`config.mk`:
```
export PLATFORM = sky130hd
export DESIGN_NAME = spi_xfer_arbiter
export DESIGN_NICKNAME = d
export VERILOG_FILES = /design/src/rtl/spi_defs_pkg.sv /design/src/rtl/spi_xfer_arbiter_rr_arbiter.sv /design/src/rtl/spi_xfer_arbiter.sv
export SDC_FILE = /design/constraint.sdc
export NUM_CORES = 1
export LEC_CHECK = 0
export CORE_UTILIZATION = 35
export CTS_CLUSTER_SIZE = 8
export DETAILED_ROUTE_END_ITERATION = 10
export PLACE_DENSITY = 0.69
export SYNTH_ARGS = -nofsm -noshare
export SYNTH_HDL_FRONTEND = slang
export SYNTH_SLANG_ARGS = --single-unit
```
`constraint.sdc`:
```
create_clock -name clk -period 7.3 [get_ports clk]
set_clock_uncertainty 0.1 [all_clocks]
set_input_delay 0.73 -clock clk [delete_from_list [all_inputs] [get_ports clk]]
set_output_delay 0.73 -clock clk [all_outputs]
set_load 0.05 [all_outputs]
```
`src/rtl/spi_defs_pkg.sv`:
```
// Shared SPI definitions: transfer FSM state encoding and default parameter values.
// Latency: n/a (types and constants only).
// Backpressure: n/a.
package spi_defs_pkg;

    localparam int DEF_NUM_REQ     = 2;
    localparam int DEF_DATA_W      = 8;
    localparam int DEF_TIMEOUT_CYC = 1024;
    localparam int DEF_GAP_CYC     = 4;

    typedef enum logic [2:0] {
        ST_IDLE  = 3'd0,
        ST_START = 3'd1,
        ST_WAIT  = 3'd2,
        ST_RESP  = 3'd3,
        ST_GAP   = 3'd4
    } xfer_state_e;

endpackage

```
`src/rtl/spi_xfer_arbiter_rr_arbiter.sv`:
```
// Round-robin grant picker: first set request at or above ptr, wrapping around.
// Latency: purely combinational.
// Backpressure: none; the caller decides when a grant is taken.
// Ports: req (request vector), ptr (highest-priority index), grant (one-hot, zero if no request).
module rr_arbiter #(
    parameter int N     = 2,
    parameter int PTR_W = (N > 1) ? $clog2(N) : 1
) (
    input  logic [N-1:0]     req,
    input  logic [PTR_W-1:0] ptr,
    output logic [N-1:0]     grant
);

    // Walk priority offsets from lowest to highest priority so the
    // highest-priority hit is the last one written.
    always_comb begin
        grant = '0;
        for (int off = N - 1; off >= 0; off--) begin
            for (int i = 0; i < N; i++) begin
                if (req[i] && (((int'(ptr) + off) % N) == i)) begin
                    grant    = '0;
                    grant[i] = 1'b1;
                end
            end
        end
    end

endmodule

```
`src/rtl/spi_xfer_arbiter.sv`:
```
// Shares one spi_master among NUM_REQ requesters, one transfer at a time, round-robin.
// Latency: accept -> rsp_valid is 3 cycles plus the spi_master transfer time.
// Backpressure: requesters hold req_valid until req_ready; rsp_valid is a one-cycle pulse with no backpressure.
// Ports: req_valid/req_data/req_ready (requests), rsp_valid/rsp_data/rsp_err (responses),
//        m_start/m_tx_data/m_cs_sel/m_rx_data/m_done (spi_master side), busy (not IDLE).
module spi_xfer_arbiter
    import spi_defs_pkg::*;
#(
    parameter int NUM_REQ     = DEF_NUM_REQ,
    parameter int DATA_W      = DEF_DATA_W,
    parameter int TIMEOUT_CYC = DEF_TIMEOUT_CYC,
    parameter int GAP_CYC     = DEF_GAP_CYC
) (
    input  logic                      clk,
    input  logic                      rst_n,
    input  logic [NUM_REQ-1:0]        req_valid,
    input  logic [NUM_REQ*DATA_W-1:0] req_data,
    output logic [NUM_REQ-1:0]        req_ready,
    output logic [NUM_REQ-1:0]        rsp_valid,
    output logic [DATA_W-1:0]         rsp_data,
    output logic                      rsp_err,
    output logic                      m_start,
    output logic [DATA_W-1:0]         m_tx_data,
    output logic [NUM_REQ-1:0]        m_cs_sel,
    input  logic [DATA_W-1:0]         m_rx_data,
    input  logic                      m_done,
    output logic                      busy
);

    localparam int PTR_W = $clog2(NUM_REQ);
    localparam int CNT_W = $clog2(TIMEOUT_CYC + 1);
    localparam int GAP_W = (GAP_CYC > 0) ? $clog2(GAP_CYC + 1) : 1;

    xfer_state_e         state_q, state_d;
    logic [PTR_W-1:0]    ptr_q, ptr_d;
    logic [NUM_REQ-1:0]  gnt_q, gnt_d;         // owner of the transfer in flight
    logic [DATA_W-1:0]   tx_data_q, tx_data_d;
    logic [NUM_REQ-1:0]  cs_sel_q, cs_sel_d;
    logic                start_q, start_d;
    logic [NUM_REQ-1:0]  rsp_vld_q, rsp_vld_d;
    logic [DATA_W-1:0]   rsp_data_q, rsp_data_d;
    logic                rsp_err_q, rsp_err_d;
    logic [CNT_W-1:0]    cnt_q, cnt_d;
    logic [GAP_W-1:0]    gap_q, gap_d;

    logic [NUM_REQ-1:0]  arb_gnt;
    logic [PTR_W-1:0]    gnt_idx;
    logic [DATA_W-1:0]   sel_data;
    logic [CNT_W-1:0]    cnt_inc;
    logic                timeout_hit;

    rr_arbiter #(
        .N     (NUM_REQ),
        .PTR_W (PTR_W)
    ) u_rr_arbiter (
        .req   (req_valid),
        .ptr   (ptr_q),
        .grant (arb_gnt)
    );

    // Index and transmit word of the one-hot grant.
    always_comb begin
        gnt_idx  = '0;
        sel_data = '0;
        for (int i = 0; i < NUM_REQ; i++) begin
            if (arb_gnt[i]) begin
                gnt_idx  = PTR_W'(i);
                sel_data = req_data[i*DATA_W +: DATA_W];
            end
        end
    end

    // cnt_q counts completed WAIT cycles; timeout fires on the cycle it would reach TIMEOUT_CYC.
    assign cnt_inc     = cnt_q + CNT_W'(1);
    assign timeout_hit = (cnt_inc == CNT_W'(TIMEOUT_CYC));

    always_comb begin
        state_d    = state_q;
        ptr_d      = ptr_q;
        gnt_d      = gnt_q;
        tx_data_d  = tx_data_q;
        cs_sel_d   = cs_sel_q;
        start_d    = 1'b0;
        rsp_vld_d  = '0;
        rsp_data_d = rsp_data_q;
        rsp_err_d  = rsp_err_q;
        cnt_d      = cnt_q;
        gap_d      = gap_q;

        case (state_q)
            ST_IDLE: begin
                if (|req_valid) begin
                    gnt_d     = arb_gnt;
                    tx_data_d = sel_data;
                    cs_sel_d  = arb_gnt;
                    start_d   = 1'b1;
                    ptr_d     = (gnt_idx == PTR_W'(NUM_REQ - 1)) ? '0 : gnt_idx + PTR_W'(1);
                    state_d   = ST_START;
                end
            end
            ST_START: begin
                cnt_d   = '0;
                state_d = ST_WAIT;
            end
            ST_WAIT: begin
                // m_done takes priority over a timeout in the same cycle.
                if (m_done) begin
                    rsp_data_d = m_rx_data;
                    rsp_err_d  = 1'b0;
                    rsp_vld_d  = gnt_q;
                    cs_sel_d   = '0;
                    state_d    = ST_RESP;
                end else if (timeout_hit) begin
                    rsp_data_d = '0;
                    rsp_err_d  = 1'b1;
                    rsp_vld_d  = gnt_q;
                    cs_sel_d   = '0;
                    state_d    = ST_RESP;
                end else begin
                    cnt_d = cnt_inc;
                end
            end
            ST_RESP: begin
                gap_d   = '0;
                state_d = (GAP_CYC == 0) ? ST_IDLE : ST_GAP;
            end
            ST_GAP: begin
                if (int'(gap_q) >= GAP_CYC - 1) begin
                    state_d = ST_IDLE;
                end else begin
                    gap_d = gap_q + GAP_W'(1);
                end
            end
            default: begin
                state_d  = ST_IDLE;
                cs_sel_d = '0;
            end
        endcase
    end

    always_ff @(posedge clk) begin
        if (!rst_n) begin
            state_q    <= ST_IDLE;
            ptr_q      <= '0;
            gnt_q      <= '0;
            tx_data_q  <= '0;
            cs_sel_q   <= '0;
            start_q    <= 1'b0;
            rsp_vld_q  <= '0;
            rsp_data_q <= '0;
            rsp_err_q  <= 1'b0;
            cnt_q      <= '0;
            gap_q      <= '0;
        end else begin
            state_q    <= state_d;
            ptr_q      <= ptr_d;
            gnt_q      <= gnt_d;
            tx_data_q  <= tx_data_d;
            cs_sel_q   <= cs_sel_d;
            start_q    <= start_d;
            rsp_vld_q  <= rsp_vld_d;
            rsp_data_q <= rsp_data_d;
            rsp_err_q  <= rsp_err_d;
            cnt_q      <= cnt_d;
            gap_q      <= gap_d;
        end
    end

    // The accept pulse is combinational so it lines up with the cycle the grant is taken.
    assign req_ready = (rst_n && (state_q == ST_IDLE)) ? arb_gnt : '0;
    assign rsp_valid = rsp_vld_q;
    assign rsp_data  = rsp_data_q;
    assign rsp_err   = rsp_err_q;
    assign m_start   = start_q;
    assign m_tx_data = tx_data_q;
    assign m_cs_sel  = cs_sel_q;
    assign busy      = (state_q != ST_IDLE);

endmodule

```
==> reports/summary.md <==
Most frequently used flop master after synthesis: sky130_fd_sc_hd__dfxtp_1. The met3 track utilization from global routing is 0.0570, and the number of hold violations in the final report is 0. Fill cells in the final layout number 537.

The run finished with clean final reports. The slowest stage of the critical path is the sky130_fd_sc_hd__clkdlybuf4s50_1 cell. The finished cells cover 0.00273 sq mm. Pin placement for this block handled 54 I/O pins. The logs give 359 for the filler-free cell count of the finished design and 0.366 for the effective utilization at floorplan. The commonest non-fill, non-tap cell in the layout was sky130_fd_sc_hd__clkdlybuf4s50_1. The tools report the total routing usage reported by global routing as 0.174.

The worst register-to-register path ends at cnt_q[8]. The critical path's largest stage delay came out at 0.96 ns. The number of vias in the routed layout was 1928; the mean instance size in the synthesized netlist was 8.46 sq um. The height of the die was 78.3 microns; the initial antenna violation count was 0.

The logs give 0.412 for the fraction of the yosys area taken by sequential cells and 1832 for the via count of the first global-routing pass. For this run, the number of Yosys warnings is 0. The total of hold buffers inserted after clock tree synthesis came out at 0. CTS placed an instance of sky130_fd_sc_hd__clkbuf_8 at the clock tree root. The share of the synthesized area in compound gates (AO/OA/AOI/OAI) works out to 0.234. In this run the most critical hold path is launched from gnt_q[1]. The standard-cell row count is 27. In this run the remaining antenna-violating nets after routing total 0. The fraction of layout cells with a size suffix above 1 came out at 0.0592. The run gives 351 as the instance count after placement with tap cells included.

The tools report the startpoint of the worst-slack reg-to-reg timing path as cnt_q[0]. For this run, design rule violations remaining after detail routing come to 0. The cell depth of the worst setup path was 3.

The fraction of the mapped netlist area in adder cells was 0.0245. The power per cell area came out at 238 mW/mm^2. STA classifies the critical path startpoint as an input port.

Counting the buffers created by CTS gives 5. The total buffers and inverters traversed by the critical path came out at 2. Leaving out fill and tap cells, the most frequent cells in the layout are sky130_fd_sc_hd__clkdlybuf4s50_1, sky130_fd_sc_hd__dfxtp_1, sky130_fd_sc_hd__nand2_1.

The routability congestion estimate from global placement is 0.814, and the count of port buffers added during placement is 53. Placeable core region: 0.00557 sq mm. Broken down by cell family, the worst path's largest delay share belongs to buffers and inverters. Once detailed placement completed, the half-perimeter wirelength came to 3340 microns. The detailed-route vias per instance is 5.37, and the remaining global-route overflow is 0. Share of the clock period used by the worst path: 0.492.

TritonCTS built the clock tree. The arrival time reported for the critical path endpoint was 2.76 ns. For the post-synthesis instance total, the log shows 241. The most crowded layer after global routing is met2.

When the netlist entered floorplanning its net count stood at 274. Minimum period implied by the final worst setup slack: 3.59 ns. The share of the synthesized area in the top cell type was 0.412. For the static leakage, the log shows 0.939 nW.

The number of cells on the worst hold path works out to 1. Of all cell types, the one taking the most synthesized area is sky130_fd_sc_hd__dfxtp_1. Synthesis instantiated 52 different standard cells from the library. Summing all placed instances gives a cell area of 0.00259 sq mm. The area of the mapped netlist was 0.00204 sq mm; the H-tree level count was 2. For the insertion delay of the later-clocked pin in the worst-skew pair, the log shows 0.30 ns. The final-report setup violation count is 0, and the worst slew margin relative to its limit is 0.473.

The run gives 4850 microns as the total wire length. The multiplexer fraction of the synthesized cell area was 0.00491; the area share of and/or/nand/nor cells after synthesis was 0.255. At the pin with the least slew margin, the transition time is 0.787 ns. The tools report the met1 track demand over resource in global routing as 0.223.

The total count of max-transition violations in the final report is 0. Entering global routing, the biggest net connects 33 pins. For the global routing met2 resource utilization, the log shows 0.275. The kind of critical path is input port to output pin.

From synthesis to final layout, the design area changed by 33.9%. Setup total negative slack on the finished layout was measured at 0 ns. The die covers 0.00614 sq mm. STA puts the critical path data required time at 6.47 ns. For hold timing, the worst endpoint is rsp_valid[1]. The number of antenna diodes is 0. The worst hold path belongs to the class flop to flop. The first detailed-routing pass ran for 6 iterations.

Summing all multi-input logic gate instances after layout gives 0.00109 sq mm. Quantity of gates resized following cts: 0. Hold is met by 0.367 ns. The clock-pin slew reported for the worst setup and hold paths after clock tree synthesis was 0.09 ns.

After synthesis, the cell types taking the most area are sky130_fd_sc_hd__dfxtp_1, sky130_fd_sc_hd__nand2_1, sky130_fd_sc_hd__nor2_1, sky130_fd_sc_hd__o21ai_0, sky130_fd_sc_hd__a21oi_1. For flop-to-flop paths, the worst setup slack is 4.31 ns. The number of buffers inserted by post-CTS setup repair was 0; the first-pass GRT wire length was 8520 microns. Max-cap violations in this run came to 0. In this run the worst path has a maximum fanout of 19. Summing all flip-flop and latch instances after layout gives 841 sq um.

The worst-case IR drop observed on VDD is 0.000149 V. The number of buffers between clock root and the deepest sink was 2; the maximum achievable frequency was 0.278 GHz. The combinational family with the most area after synthesis was simple AND/OR/NAND/NOR gates. Synthesis inferred 42 register bits. Setup repair after global routing left no endpoint under its margin. Share of flip-flops with an asynchronous set or reset after synthesis: 0. Kind of end point of the critical path: an output pin. Counting every sink on the clock net gives 42. In the final design database the tool counted 319 nets.

The cell depth of the worst flop-to-flop path is 7, and the final routed wire length divided by cell count is 13.5 microns. The die is 78.3 microns wide. After the first detailed-routing iteration, the DRC count stood at 162. The number of enable-type register cells in the synthesized netlist came out at 0. The cell repeated most along the worst path was sky130_fd_sc_hd__clkdlybuf4s50_1. The xor/xnor share of the synthesized area works out to 0.0172. The signal on the critical path passes through clkdlybuf4s50_1 -> and3_1 -> clkdlybuf4s50_1.
[registers in the layout, indices dropped and copies added (netlist names)]
name	count
gnt_q	2
rsp_err	1
rsp_valid	2
rsp_data	8
gap_q	3
m_tx_data	8
m_start	1
m_cs_sel	2
ptr_q	1
cnt_q	11
state_q	3
[kinds of logic (layout without fill, tap and decap cells)]
kind of cell             count (synthesis)  after routing
buffers and inverters                   24             70
flip-flops                              42             42
AO/OA/AOI/OAI                           66             66
AND/OR/NAND/NOR                        100            100
multiplexers                             1              1
XOR/XNOR                                 4              4
adder cells (fa/ha/maj)                  4              4
[worst max path at each step]
stage / startpoint / to / slack (ns)
floorplan: rst_n / req_ready[1] / 4.72
global placement: rst_n / req_ready[1] / 3.77
detailed placement: rst_n / req_ready[1] / 3.77
CTS: rst_n / req_ready[1] / 3.75
global route: rst_n / req_ready[1] / 3.68
finish: rst_n / req_ready[1] / 3.71
[Yosys cell counts (all sizes together) (4+ instances only)]
| library cell | instances |
|---|---|
| nand4 | 4 |
| nor2 | 25 |
| buf | 7 |
| o21a | 4 |
| clkbuf | 10 |
| dfxtp | 42 |
| nand2 | 26 |
| and2 | 6 |
| o21ai | 19 |
| and3 | 6 |
| a21oi | 14 |
| inv | 7 |
| a222oi | 6 |
| nor3 | 11 |
| ha | 4 |
[through the flow]
step / power [W] / worst slack, ns / util
2_1_floorplan: 0.000376 / 4.72 / -
3_3_place_gp: 0.000433 / 3.77 / 0.465
3_5_place_dp: 0.000433 / 3.77 / 0.465
4_1_cts: 0.000656 / 3.75 / 0.490
5_1_grt: 0.000682 / 3.68 / 0.490
6_report: 0.000650 / 3.71 / 0.490
[report_power, final]
part / internal [W] / switching (W)
clock network: 0.000137 / 0.0000850
registers: 0.000246 / 0.0000143
logic: 0.0000617 / 0.000106
total: 0.000445 / 0.000206
[final cells by class]
type / count / area share
Multi-Input combinational cell: 175 / 0.399
Sequential cell: 42 / 0.308
Clock inverter: 3 / 0.0252
Inverter: 7 / 0.00962
Clock buffer: 5 / 0.0252
Timing Repair Buffer: 55 / 0.200
Tap cell: 72 / 0.0330
[layer usage]
layer | wire length [microns] | vias to the layer above
met5 | 0 | -
li1 | - | 970
met2 | 2150 | 65
met1 | 2300 | 889
met3 | 352 | 4
met4 | 43 | 0
Power figures use the tool's default switching activity.
